### src/rtl/ula_div_sequencer.sv
// Iterative signed divider for the ULA divide path.
// Performs one restoring-division step per clock, starting at the MSB.
// Uses ready/valid handshakes on both the request and the response side.
module ula_div_sequencer #(
  parameter int WIDTH     = 8,
  parameter int OUT_WIDTH = 16
) (
  input  logic                 clk,
  input  logic                 reset,
  input  logic                 in_valid,
  output logic                 in_ready,
  input  logic [WIDTH-1:0]     a,
  input  logic [WIDTH-1:0]     b,
  input  logic                 cancel,
  output logic                 out_valid,
  input  logic                 out_ready,
  output logic [OUT_WIDTH-1:0] result,
  output logic [WIDTH-1:0]     remainder,
  output logic                 sign_flag,
  output logic                 zero_flag,
  output logic                 div_by_zero
);

  localparam int SW = (WIDTH > 1) ? $clog2(WIDTH) : 1;

  typedef enum logic [1:0] {IDLE, CALC, DONE} state_t;

  state_t               state, state_nx;
  logic [WIDTH-1:0]     mag_a, mag_b, rem, q;
  logic [SW-1:0]        step;
  logic                 sign_q, sign_r;

  logic [WIDTH-1:0]     abs_a, abs_b;
  logic [WIDTH:0]       rem_sh;
  logic                 ge;
  logic [WIDTH-1:0]     rem_nx, q_nx, rem_sgn;
  logic [OUT_WIDTH-1:0] q_ext, res_nx;
  logic                 accept;

  // -128 maps to 0x80, which still fits in WIDTH bits as an unsigned magnitude.
  assign abs_a  = a[WIDTH-1] ? (~a + 1'b1) : a;
  assign abs_b  = b[WIDTH-1] ? (~b + 1'b1) : b;
  assign accept = (state == IDLE) && in_valid && !cancel;

  // Shift in the next dividend bit, then compare and subtract.
  // The running remainder is always below |b|, so its low WIDTH bits are enough.
  always_comb begin
    rem_sh   = {rem, mag_a[step]};
    ge       = rem_sh >= {1'b0, mag_b};
    rem_nx   = ge ? (rem_sh[WIDTH-1:0] - mag_b) : rem_sh[WIDTH-1:0];
    q_nx     = q;
    q_nx[step] = ge;
    q_ext    = {{(OUT_WIDTH-WIDTH){1'b0}}, q_nx};
    res_nx   = sign_q ? -q_ext : q_ext;
    rem_sgn  = sign_r ? -rem_nx : rem_nx;
  end

  // State register.
  always_ff @(posedge clk) begin
    if (reset) state <= IDLE;
    else       state <= state_nx;
  end

  // Next-state logic. Cancel wins over a new request and over the handshake.
  always_comb begin
    state_nx = state;
    case (state)
      IDLE: if (accept) state_nx = (b == '0) ? DONE : CALC;
      CALC: if (cancel) state_nx = IDLE;
            else if (step == '0) state_nx = DONE;
      DONE: if (cancel || out_ready) state_nx = IDLE;
      default: state_nx = IDLE;
    endcase
  end

  // Operand latching, iteration registers and the registered result.
  always_ff @(posedge clk) begin
    if (reset) begin
      mag_a <= '0; mag_b <= '0; rem <= '0; q <= '0; step <= '0;
      sign_q <= 1'b0; sign_r <= 1'b0;
      result <= '0; remainder <= '0; div_by_zero <= 1'b0;
    end else begin
      case (state)
        IDLE: if (accept) begin
          mag_a  <= abs_a;
          mag_b  <= abs_b;
          sign_q <= a[WIDTH-1] ^ b[WIDTH-1];
          sign_r <= a[WIDTH-1];
          rem    <= '0;
          q      <= '0;
          step   <= SW'(WIDTH-1);
          if (b == '0) begin
            result      <= '0;
            remainder   <= a;
            div_by_zero <= 1'b1;
          end
        end
        CALC: if (!cancel) begin
          rem  <= rem_nx;
          q    <= q_nx;
          step <= step - 1'b1;
          if (step == '0) begin
            result      <= res_nx;
            remainder   <= rem_sgn;
            div_by_zero <= 1'b0;
          end
        end
        DONE: if (cancel || out_ready) begin
          result <= '0; remainder <= '0; div_by_zero <= 1'b0;
        end
        default: ;
      endcase
    end
  end

  assign in_ready  = (state == IDLE);
  assign out_valid = (state == DONE);
  assign sign_flag = result[OUT_WIDTH-1];
  assign zero_flag = (state == DONE) && (result == '0);

endmodule

### config.mk
export PLATFORM = sky130hd
export DESIGN_NAME = ula_div_sequencer
export DESIGN_NICKNAME = d
export VERILOG_FILES = /design/src/rtl/ula_div_sequencer.sv
export SDC_FILE = /design/constraint.sdc
export NUM_CORES = 1
export LEC_CHECK = 0
export CAP_MARGIN = 20
export CORE_MARGIN = 2
export CORE_UTILIZATION = 41
export DETAILED_ROUTE_END_ITERATION = 12
export GPL_TIMING_DRIVEN = 0
export SLEW_MARGIN = 20
export SYNTH_ARGS = -nofsm -noshare
export SYNTH_HDL_FRONTEND = slang
export SYNTH_SLANG_ARGS = --single-unit
### constraint.sdc
create_clock -name clk -period 3.4 [get_ports clk]
set_input_delay 0.68 -clock clk [delete_from_list [all_inputs] [get_ports clk]]
set_output_delay 0.68 -clock clk [all_outputs]
set_load 0.03 [all_outputs]
Word level (Yosys, flattened, before mapping)
Index checks and enable logic that the tools add are counted.

Bits in registers: 64. Input bits: 21. Output and inout bits: 29. Logic and storage cells: 89.

$add $sub $neg: 6. Magnitude comparators: 3. Equal/unequal tests: 8. Multiplexer cells: 42. Bitwise gates (word level): 3. Reductions and logical operators: 16.

Operator list (count): $mux W16 (6); $mux W8 (12); $pmux W16 S3 (1); $pmux W8 S2 (2); $pmux W8 S3 (1); $add A8 B1 Y8 const B (2); $logic_not A16 Y1 (1); $neg A8 Y16 (1); $not A8 Y8 (2); $mux W2 (5); $ge A9 B8 Y1 (1); $bwmux W8 (1); $logic_not A8 Y1 (1); $neg A8 Y8 (1); $sub A8 B8 Y8 (1); $mux W1 (7); $mux W3 (2); $ne A2 B1 Y1 const B (3); $pmux W2 S3 (1); $pmux W3 S2 (1); $reduce_and A3 Y1 (2); $reduce_and A6 Y1 (1); $logic_and A1 B1 Y1 (4); $lt A3 B4 Y1 const B (1); other kinds (17) (18).

Longest topological paths before layout
Word-level depth: 10. Mapped depth: 16. Mapped depth without buffers: 14.

Least setup slack after synthesis
Ideal clock, no wire load.

Path kind: reg2reg. From: reg step[1]. To: reg remainder[6]. Setup time: 79 ps. Data arrival time: 3360 ps. Required time: 3321 ps. Setup slack: -39 ps. Cell stages (with the launch flop): 16. Buffers on the path: 1. Clock period less this slack: 3439 ps. Cells stage by stage: dfxtp_1 -> buf_2 -> mux4_2 -> mux2i_2 -> ha_1 -> nand2b_1 -> a21oi_1 -> nor3_4 -> nor2_1 -> mux2i_1 -> inv_1 -> ha_1 -> nand4_1 -> o311ai_1 -> a211o_1 -> o211ai_1.

Longest elaborated chain between the ends: 9. Elaborated cells between the ends (all ways): 13. Those cells by class: 2 x add/sub; 1 x order compare; 1 x eq/ne; 7 x mux; 2 x reduce/logical.

RTL lines: from (decl) (line 30) `logic [SW-1:0] step;`; from (signal assigned) (line 91) `step <= SW'(WIDTH-1);`; from (signal assigned) (line 101) `step <= step - 1'b1;`; $bmux W1 S3 (line 48) `rem_sh = {rem, mag_a[step]};`; $mux W1 (implied by the code) (line 48); $sub A8 B8 Y8 or $ge A9 B8 Y1 (tied branches) (line 50, 49); $mux W8 (line 50) `rem_nx = ge ? (rem_sh[WIDTH-1:0] - mag_b) : rem_sh[WIDTH-1:0];`; $neg A8 Y8 (line 55) `rem_sgn = sign_r ? -rem_nx : rem_nx;`; $mux W8 (line 55); $mux W8 (line 102) `if (step == '0) begin`; $mux W8 (line 98) `CALC: if (!cancel) begin`; $pmux W8 S3 (line 83) `case (state)`; to (signal assigned) (line 104) `remainder <= rem_sgn;`; to (decl) (line 18) `output logic [WIDTH-1:0] remainder,`.

Several ways; a longest one is shown, not always the timed one. The select of a mux whose other input is x is not followed. A chain may end at the register's enable or synchronous reset.

Worst setup path after layout
From: reg step[1]. To: reg remainder[4].

Same word-level chain as after synthesis.

==> results.sh <==
export IMPL_core_region_area_mm2=0.01018
export IMPL_clkLatencyLatePin_ns=0.36
export IMPL_ratio_of_final_minimum_period_to_clock_period_pct=96.80
export IMPL_seq_area_frac_synth_pct=29.62
export IMPL_last_weighted_congestion_value_of_the_routability_driven_placer=0.9452
export IMPL_cts_hold_fix_buffers=0
export IMPL_multiInputGateArea_mm2=0.002861
export IMPL_grt_pass1_wl_um=21980
export IMPL_crit_start="step[1]$_SDFFE_PP0P_"
export IMPL_synth_nets=592
export IMPL_timing_critical_path_max_delay_family="multiplexers"
export IMPL_area_sequential_mm2=0.001262
export IMPL_vdd_ir_drop_worst_mv=0.4064
export IMPL_layout_drive_gt1_share_pct=11.94
export IMPL_post_synth_top_area_cell="sky130_fd_sc_hd__dfxtp_1"
export IMPL_drt_drc_violations_left=0
export IMPL_final_core_util_pct=52.36
export IMPL_grt_setup_unrepaired="yes"
export IMPL_yosysWarningCount=0
export IMPL_place_ws_ns=-0.5665
export IMPL_synth_cell_types=72
export IMPL_average_footprint_of_a_synthesized_cell_um2=7.727
export IMPL_synth_seq_cells=63
export IMPL_clockBufferDepth=2
export IMPL_total_power_w=0.003881
export IMPL_syn2layout_area_growth_pct=25.24
export IMPL_start_kind="flop"
export IMPL_die_width_um=105.9
export IMPL_clock_sinks=63
export IMPL_worstHoldStart="mag_a[6]$_SDFFE_PP0P_"
export IMPL_slowest_stage="sky130_fd_sc_hd__mux4_2"
export IMPL_nNetsFinal=664
export IMPL_timing_clock_skew_ns=0.01375
export IMPL_core_rowCount=37
export IMPL_critPathCaptureType="flop"
export IMPL_cts_root_buf="sky130_fd_sc_hd__clkbuf_8"
export IMPL_hold_path_class="reg2reg"
export IMPL_largest_cells_by_area_after_synthesis="sky130_fd_sc_hd__dfxtp_1 (30%), sky130_fd_sc_hd__nor2_1 (6.3%), sky130_fd_sc_hd__ha_1 (5.6%), sky130_fd_sc_hd__a21oi_1 (5.2%), sky130_fd_sc_hd__nand2_1 (4.5%)"
export IMPL_worst_setup_slack_final_ns=0.1089
export IMPL_io_buffers=47
export IMPL_grt_pass1_vias=4085
export IMPL_drt_wirelength_per_cell_um=18.29
export IMPL_max_freq_ghz=0.3038
export IMPL_cp_data_required_time_ns=3.62
export IMPL_most_common_cell_in_the_synthesized_netlist="sky130_fd_sc_hd__nor2_1"
export IMPL_syn_instance_count=551
export IMPL_postRouteAntennaNets=0
export IMPL_drt_wl_total_um=13980
export IMPL_post_synth_instance_area_mm2=0.004258
export IMPL_max_slew_margin_rel_pct=49.02
export IMPL_setup_violations_final=0
export IMPL_hpwl_um=10140
export IMPL_clock_tree_htree_level_count=3
export IMPL_leakage_nw=2.008
export IMPL_chipHeight_um=105.9
export IMPL_first_pass_iters=5
export IMPL_floorplan_io_pins=50
export IMPL_critical_path_max_stage_delay_ns=0.52
export IMPL_die_area_mm2=0.01122
export IMPL_fin_cells=764
export IMPL_tightest_slew_ns=0.7619
export IMPL_cts_buffers=9
export IMPL_postSynth_asyncResetShare_pct=0
export IMPL_finalMaxSlewViolations=0
export IMPL_globalRoute_totalOverflow=0
export IMPL_synth_commonest_cells="sky130_fd_sc_hd__nor2_1 (71), sky130_fd_sc_hd__dfxtp_1 (63), sky130_fd_sc_hd__nand2_1 (51)"
export IMPL_critical_path_buf_inv_count=3
export IMPL_grtUsageTotal_pct=25.34
export IMPL_synth_ff_type="sky130_fd_sc_hd__dfxtp_1"
export IMPL_finalHoldViolCount=0
export IMPL_path_cells="buf_6 > mux4_2 > mux2i_4 > ha_4 > nand2b_4 > a21oi_2 > buf_4 > nor3_4 > buf_4 > nor3_4 > a21o_1 > ha_2 > nand2_1 > o311ai_4 > xnor2_1 > o2bb2ai_1"
export IMPL_r2r_start="step[1]$_SDFFE_PP0P_"
export IMPL_post_place_cells=734
export IMPL_initial_core_util_pct=41.81
export IMPL_total_of_fill_cells_in_the_finished_design=1019
export IMPL_arrival_ns=3.51
export IMPL_final_min_clock_period_ns=3.291
export IMPL_detail_route_iter0_violations=302
export IMPL_antenna_cells=0
export IMPL_status="finished, final reports clean"
export IMPL_dr_total_vias=4486
export IMPL_yosysTopAreaCellShare_pct=29.62
export IMPL_tritoncts="done"
export IMPL_crit_path_max_fanout=4
export IMPL_powerDensity_mw_per_mm2=727.8
export IMPL_grt_antenna_before_repair=0
export IMPL_grt_max_degree=11
export IMPL_clkSlewWorstSetupHoldPaths_ns=0.07
export IMPL_routed_via_density=5.872
export IMPL_finalSetupTns_ns=0
export IMPL_max_cap_viol_count=0
export IMPL_synth_enable_flop_cells=0
export IMPL_critPathKind="reg2reg"
## registers in the layout, indices dropped and copies added (netlist names)
signal,flops
div_by_zero,1
mag_a,8
mag_b,8
q,8
rem,8
remainder,8
result,15
sign_q,1
sign_r,1
state,2
step,3
## cell usage in the layout (no fill, tap or decap), types with 5 or more instances in the layout
cell type	Yosys	routed
sky130_fd_sc_hd__o22ai_1	7	7
sky130_fd_sc_hd__nand3_1	17	16
sky130_fd_sc_hd__a21o_1	5	5
sky130_fd_sc_hd__and3_1	8	8
sky130_fd_sc_hd__a31oi_1	9	8
sky130_fd_sc_hd__a211oi_1	16	16
sky130_fd_sc_hd__clkbuf_8	0	10
sky130_fd_sc_hd__ha_1	19	16
sky130_fd_sc_hd__clkbuf_1	19	21
sky130_fd_sc_hd__inv_1	28	28
sky130_fd_sc_hd__o211ai_1	6	6
sky130_fd_sc_hd__xnor2_1	7	6
sky130_fd_sc_hd__o21ai_0	28	26
sky130_fd_sc_hd__o21a_1	5	5
sky130_fd_sc_hd__clkdlybuf4s50_1	0	47
sky130_fd_sc_hd__mux2i_1	7	6
sky130_fd_sc_hd__buf_4	3	17
sky130_fd_sc_hd__nand2b_1	8	7
sky130_fd_sc_hd__nand2_1	51	51
sky130_fd_sc_hd__mux2_2	7	7
sky130_fd_sc_hd__dfxtp_1	63	62
sky130_fd_sc_hd__nor4_1	7	7
sky130_fd_sc_hd__o31a_1	5	5
sky130_fd_sc_hd__nor3_1	14	13
sky130_fd_sc_hd__xor2_1	13	13
sky130_fd_sc_hd__nand4_1	5	5
sky130_fd_sc_hd__a22oi_1	11	11
sky130_fd_sc_hd__nor2_1	71	70
sky130_fd_sc_hd__a21oi_1	44	43
## power breakdown
group	switching, W	internal (W)
registers	0.0000760	0.000832
clock network	0.000311	0.000356
logic	0.00140	0.000906
## layout make-up
cell class                      count  area share [%]
Inverter                           29           2.041
Clock inverter                      4          0.8447
Clock buffer                       12           2.722
Tap cell                          136           3.191
Multi-Input combinational cell    428           53.66
Sequential cell                    63           23.67
Buffer                             31           3.074
Timing Repair Buffer               61           10.79
## path summary, 6_finish.rpt
path / slack (ns) / end / cells after the start
min reg2reg: 0.45 / mag_a[6]$_SDFFE_PP0P_ / 2
min: 0.45 / mag_a[6]$_SDFFE_PP0P_ / 2
max: 0.11 / remainder[4]$_SDFFE_PP0P_ / 16
max reg2reg: 0.11 / remainder[4]$_SDFFE_PP0P_ / 16
## cells by family after synthesis
logic type | Yosys count | synth area share, %
AO/OA/AOI/OAI | 163 | 25.36
XOR/XNOR | 20 | 4.114
adder cells (fa/ha/maj) | 20 | 6.054
buffers and inverters | 60 | 5.907
flip-flops | 63 | 29.62
multiplexers | 18 | 5.143
AND/OR/NAND/NOR | 207 | 23.80
## metal layers
metal	up-vias	GRT usage, %	wire [µm]
li1	2150	-	-
met1	2120	36.13	6424
met2	196	38.80	6210
met3	20	4.476	1069
met4	0	8.271	273
met5	-	0	0
## through the flow
| stage | instance area (µm²) | hold WS, ns |
|---|---|---|
| 4_1_cts | 5280 | 0.4535 |
| 6_report | 5333 | 0.4527 |
| 5_1_grt | 5333 | 0.4728 |
| 3_5_place_dp | 4905 | 0.4449 |
| 2_1_floorplan | 4264 | 0.4288 |
| 3_3_place_gp | 4905 | 0.4386 |
## tightest hold or removal path: cells and delay by family (launching register included)
family | cells | cell delay, ns
compound gates | 1 | 0.05
simple gates | 1 | 0.05
flops | 1 | 0.31
## repair_timing
item                                    in CTS  in global routing
resized for setup                           22                  5
buffers inserted                            10                  4
pin swaps                                    8                  7
endpoints found under the setup margin      19                 10
No activity file was read; power rests on OpenSTA's default activity.
==> edit 1, RTL diff (config.mk and constraints unchanged) <==
Reset style: asynchronous (`reset`), changed in 2 clocked blocks.
--- a/src/rtl/ula_div_sequencer.sv
+++ b/src/rtl/ula_div_sequencer.sv
@@ -57,5 +57,5 @@
 
   // State register.
-  always_ff @(posedge clk) begin
+  always_ff @(posedge clk or posedge reset) begin
     if (reset) state <= IDLE;
     else       state <= state_nx;
@@ -75,5 +75,5 @@
 
   // Operand latching, iteration registers and the registered result.
-  always_ff @(posedge clk) begin
+  always_ff @(posedge clk or posedge reset) begin
     if (reset) begin
       mag_a <= '0; mag_b <= '0; rem <= '0; q <= '0; step <= '0;
Behaviour: differs if reset is asserted again (counterexample within 4 cycles, from zero or initial values and one cycle with reset high); with reset held inactive, the same outputs for 4 cycles.
==> edit 1 against the unedited design <==
  * Routed wire length down 11%
  * Maximum frequency fell by 0.38%
  * Area after synthesis fell by 1.2%
  * Cell area grew 1.3%
  * Worst setup slack got worse by 0.012 ns
  * Sequential cell count did not move
  * Sequential share of layout area increased by 5.5 points
  * Largest cell class unchanged
Power is left out: the tool's default activity adds up to more than one toggle a clock period on the data nets, which glitch-free logic cannot reach.
==> edit 1: results (changes against the unedited design) <==
metric	value	unit	change
run status	finished, final reports clean		unchanged
mux cell area share after synthesis	3.00	%	was 5.14%
Worst Hold Launch	mag_b[7]$_DFFE_PP0P_		was mag_a[6]$_SDFFE_PP0P_
Worst path slowest cell	dfrtp_2		was mux4_2
largest cells by area after synthesis	dfrtp_1, ha_1, o21ai_0, nand2_1, xor2_1		was dfxtp_1, nor2_1, ha_1, a21oi_1, nand2_1
worst hold slack	0.482	ns	was 0.453 ns
final core utilization	54.8	%	was 52.4%
Compound-Gate Fraction of Synth Area	23.6	%	was 25.4%
drt wl/cell	17.9	microns	was 18.3 microns
post-CTS sizing	29		was 22
Place WS	-0.804	ns	was -0.566 ns
first-pass GRT wire length	20.3	mm	was 22.0 mm
Worst R2R End	result[6]$_DFFE_PP0P_		was remainder[4]$_SDFFE_PP0P_
seq_cells	63		unchanged
grt met3 use	4.27	%	was 4.48%
placed inst area	4890	sq um	was 4900 sq um
Syn Inst Count	485		was 551
met2 Usage GRT	38.6	%	was 38.8%
vias post-DR	3993		was 4486
highest cell delay on the worst timing path	0.48	ns	was 0.52 ns
DRT iter0 DRCs	212		was 302
Multi-In Gates	362		was 428
Die X	105	microns	was 106 microns
fraction of area in multi-input gates	48.6	%	was 53.7%
Non-Clock Buffer Count	90		was 92
NonClk Buf Share	14.0	%	was 13.9%
CP max FO	5		was 4
Overall Global Routing Usage	23.2	%	was 25.3%
Non-Filler Instances	694		was 764
Detail Route met2 WL	5.96	mm	was 6.21 mm
postcts setup bufs	9		was 10
Post-synth ARST share	100	%	was 0%
reg2reg path depth	17		was 16
Slew @ Worst Pin	0.803	ns	was 0.762 ns
hold endpoint	mag_b[7]$_DFFE_PP0P_		was mag_a[6]$_SDFFE_PP0P_
largest net degree at the start of global routing	40		was 11
syn nets	526		was 592
Yosys cell types	67		was 72
register area	1580	sq um	was 1260 sq um
CLK BUF	11		was 12
metal3 WL	747	microns	was 1.07 mm
Logic inverters	33		was 29
Synth Area in Adders	6.13	%	was 6.05%
placed instance count	666		was 734
CP top delay family	compound AO/OA/AOI/OAI gates		was multiplexers
worst r2r src	step[0]$_DFFE_PP0P_		was step[1]$_SDFFE_PP0P_
prevailing post-synth register cell	dfrtp_1		was dfxtp_1
met1 wire length	5.37	mm	was 6.42 mm
post-synthesis xor/xnor area fraction	4.79	%	was 4.11%
ClkCell Share	2.80	%	was 3.57%
Detailed Place HPWL	8.94	mm	was 10.1 mm
sequential fraction of the synthesis area	37.5	%	was 29.6%
==> edit 1: cell count changes after synthesis, moves of 10 or more <==
cell and delta:
dfxtp_1 -63, a22oi_1 -10, a211oi_1 -14, nor2_1 -45
dfrtp_1 +63, a22o_1 +10, a21oi_1 -19, o21ai_0 +19
==> edit 1: worst max path at each step <==
stage                              start                  endpoint  slack [ns]  depth (start not counted)
finish               step[0]$_DFFE_PP0P_     result[6]$_DFFE_PP0P_         0.1                         17
global route        mag_b[6]$_DFFE_PP0P_  remainder[6]$_DFFE_PP0P_       -0.04                         14
CTS                  step[0]$_DFFE_PP0P_     result[7]$_DFFE_PP0P_      0.0006                         15
detailed placement   step[0]$_DFFE_PP0P_     result[4]$_DFFE_PP0P_       -0.80                         18
global placement     step[0]$_DFFE_PP0P_     result[4]$_DFFE_PP0P_       -0.78                         18
floorplan            step[0]$_DFFE_PP0P_  remainder[2]$_DFFE_PP0P_        0.06                         17
==> edit 2, RTL diff (same flow settings) <==
Made on the original files. `OUT_WIDTH`: 16 -> 32.
--- a/src/rtl/ula_div_sequencer.sv
+++ b/src/rtl/ula_div_sequencer.sv
@@ -4,5 +4,5 @@
 module ula_div_sequencer #(
   parameter int WIDTH     = 8,
-  parameter int OUT_WIDTH = 16
+  parameter int OUT_WIDTH = 32
 ) (
   input  logic                 clk,
Interface: changed (resized result); port bits go from 50 to 66. The function was not compared with the original's and may differ.
==> edit 2 against the unedited design <==
  * The run now ends with setup timing left
  * Worst setup slack lost 0.24 ns
  * Sequential power is essentially flat
  * Die area shrank 6.6%
  * Cell area grew 5.5%
  * Routed wire length shrank 12%
  * Total power grew 18%
  * Area after synthesis shrank 6.9%
  * Sequential cell count is the same
  * Largest power group unchanged
  * Highest routed layer unchanged
==> edit 2: results (changes against the unedited design) <==
metric	value	unit	change
run status	finished with violations		was finished, final reports clean
failing checks	setup timing		
DRT iter0 DRCs	267		was 302
PortBufs	63		was 47
syn nets	552		was 592
sequential share of cell area	22.4	%	was 23.7%
Avg Inst Size Synth	7.76	sq um	was 7.73 sq um
seq_cells	63		unchanged
Multi-In Gates	376		was 428
Sum Neg Setup Slack	-0.827	ns	was 0 ns
ClkCell Share	4.36	%	was 3.57%
sequential fraction of the synthesis area	31.8	%	was 29.6%
Place WS	-0.760	ns	was -0.566 ns
Static Leak	2.10	nW	was 2.01 nW
placed inst area	4780	sq um	was 4900 sq um
Non-Clock Buffer Count	139		was 92
largest cells by area after synthesis	dfxtp_1, ha_1, nor2_1, nand2_1, a21oi_1		was dfxtp_1, nor2_1, ha_1, a21oi_1, nand2_1
Critical path destination	result[26]$_SDFFE_PP0P_		was remainder[4]$_SDFFE_PP0P_
Layout Nets	654		was 664
Final Setup Violations	12		was 0
Mapped Area	3970	sq um	was 4260 sq um
placed instance count	703		was 734
Vias/cell	5.39		was 5.87
setup ws final	-0.136	ns	was 0.109 ns
post-CTS sizing	45		was 22
Skew-Pair Late Insertion Delay	0.34	ns	was 0.36 ns
hold endpoint	mag_b[7]$_SDFFE_PP0P_		was mag_a[6]$_SDFFE_PP0P_
Post-synth top cells	dfxtp_1, nor2_1, nand2_1		was nor2_1, dfxtp_1, nand2_1
Logic inverters	24		was 29
Rel. slew slack	54.3	%	was 49.0%
CLK BUF	10		was 12
Overall Global Routing Usage	23.7	%	was 25.3%
postcts setup bufs	21		was 10
NonClk Buf Share	20.3	%	was 13.9%
Post-Route WL	12.3	mm	was 14.0 mm
Design Power	4.59	mW	was 3.88 mW
-- edit 2: changes by cell type after synthesis, sizes merged, moves of 5 or more --
cell / change
nand3b: +6
buf: +13
nor2: -13
mux2: -8
or3: +5
inv: -5
and3: -5
o211ai: -5
nor3b: +5
a21oi: -6
o21ai: -7
-- edit 2: cells by family after synthesis --
| logic type | count (synthesis) | share of synthesized area (%) |
|---|---|---|
| flip-flops | 63 | 31.8 |
| AND/OR/NAND/NOR | 193 | 23.5 |
| multiplexers | 10 | 2.84 |
| buffers and inverters | 72 | 8.93 |
| adder cells (fa/ha/maj) | 20 | 6.50 |
| AO/OA/AOI/OAI | 130 | 21.4 |
| XOR/XNOR | 23 | 5.08 |
-- edit 2: per-layer routing --
| layer | up-vias | global-route usage, % | part of all wire (%) |
|---|---|---|---|
| met4 | 0 | 7.08 | 1.1 |
| met5 | - | 0 | 0 |
| met2 | 109 | 40.4 | 49 |
| li1 | 1989 | - | - |
| met3 | 16 | 3.21 | 4.3 |
| met1 | 1911 | 31.2 | 45 |
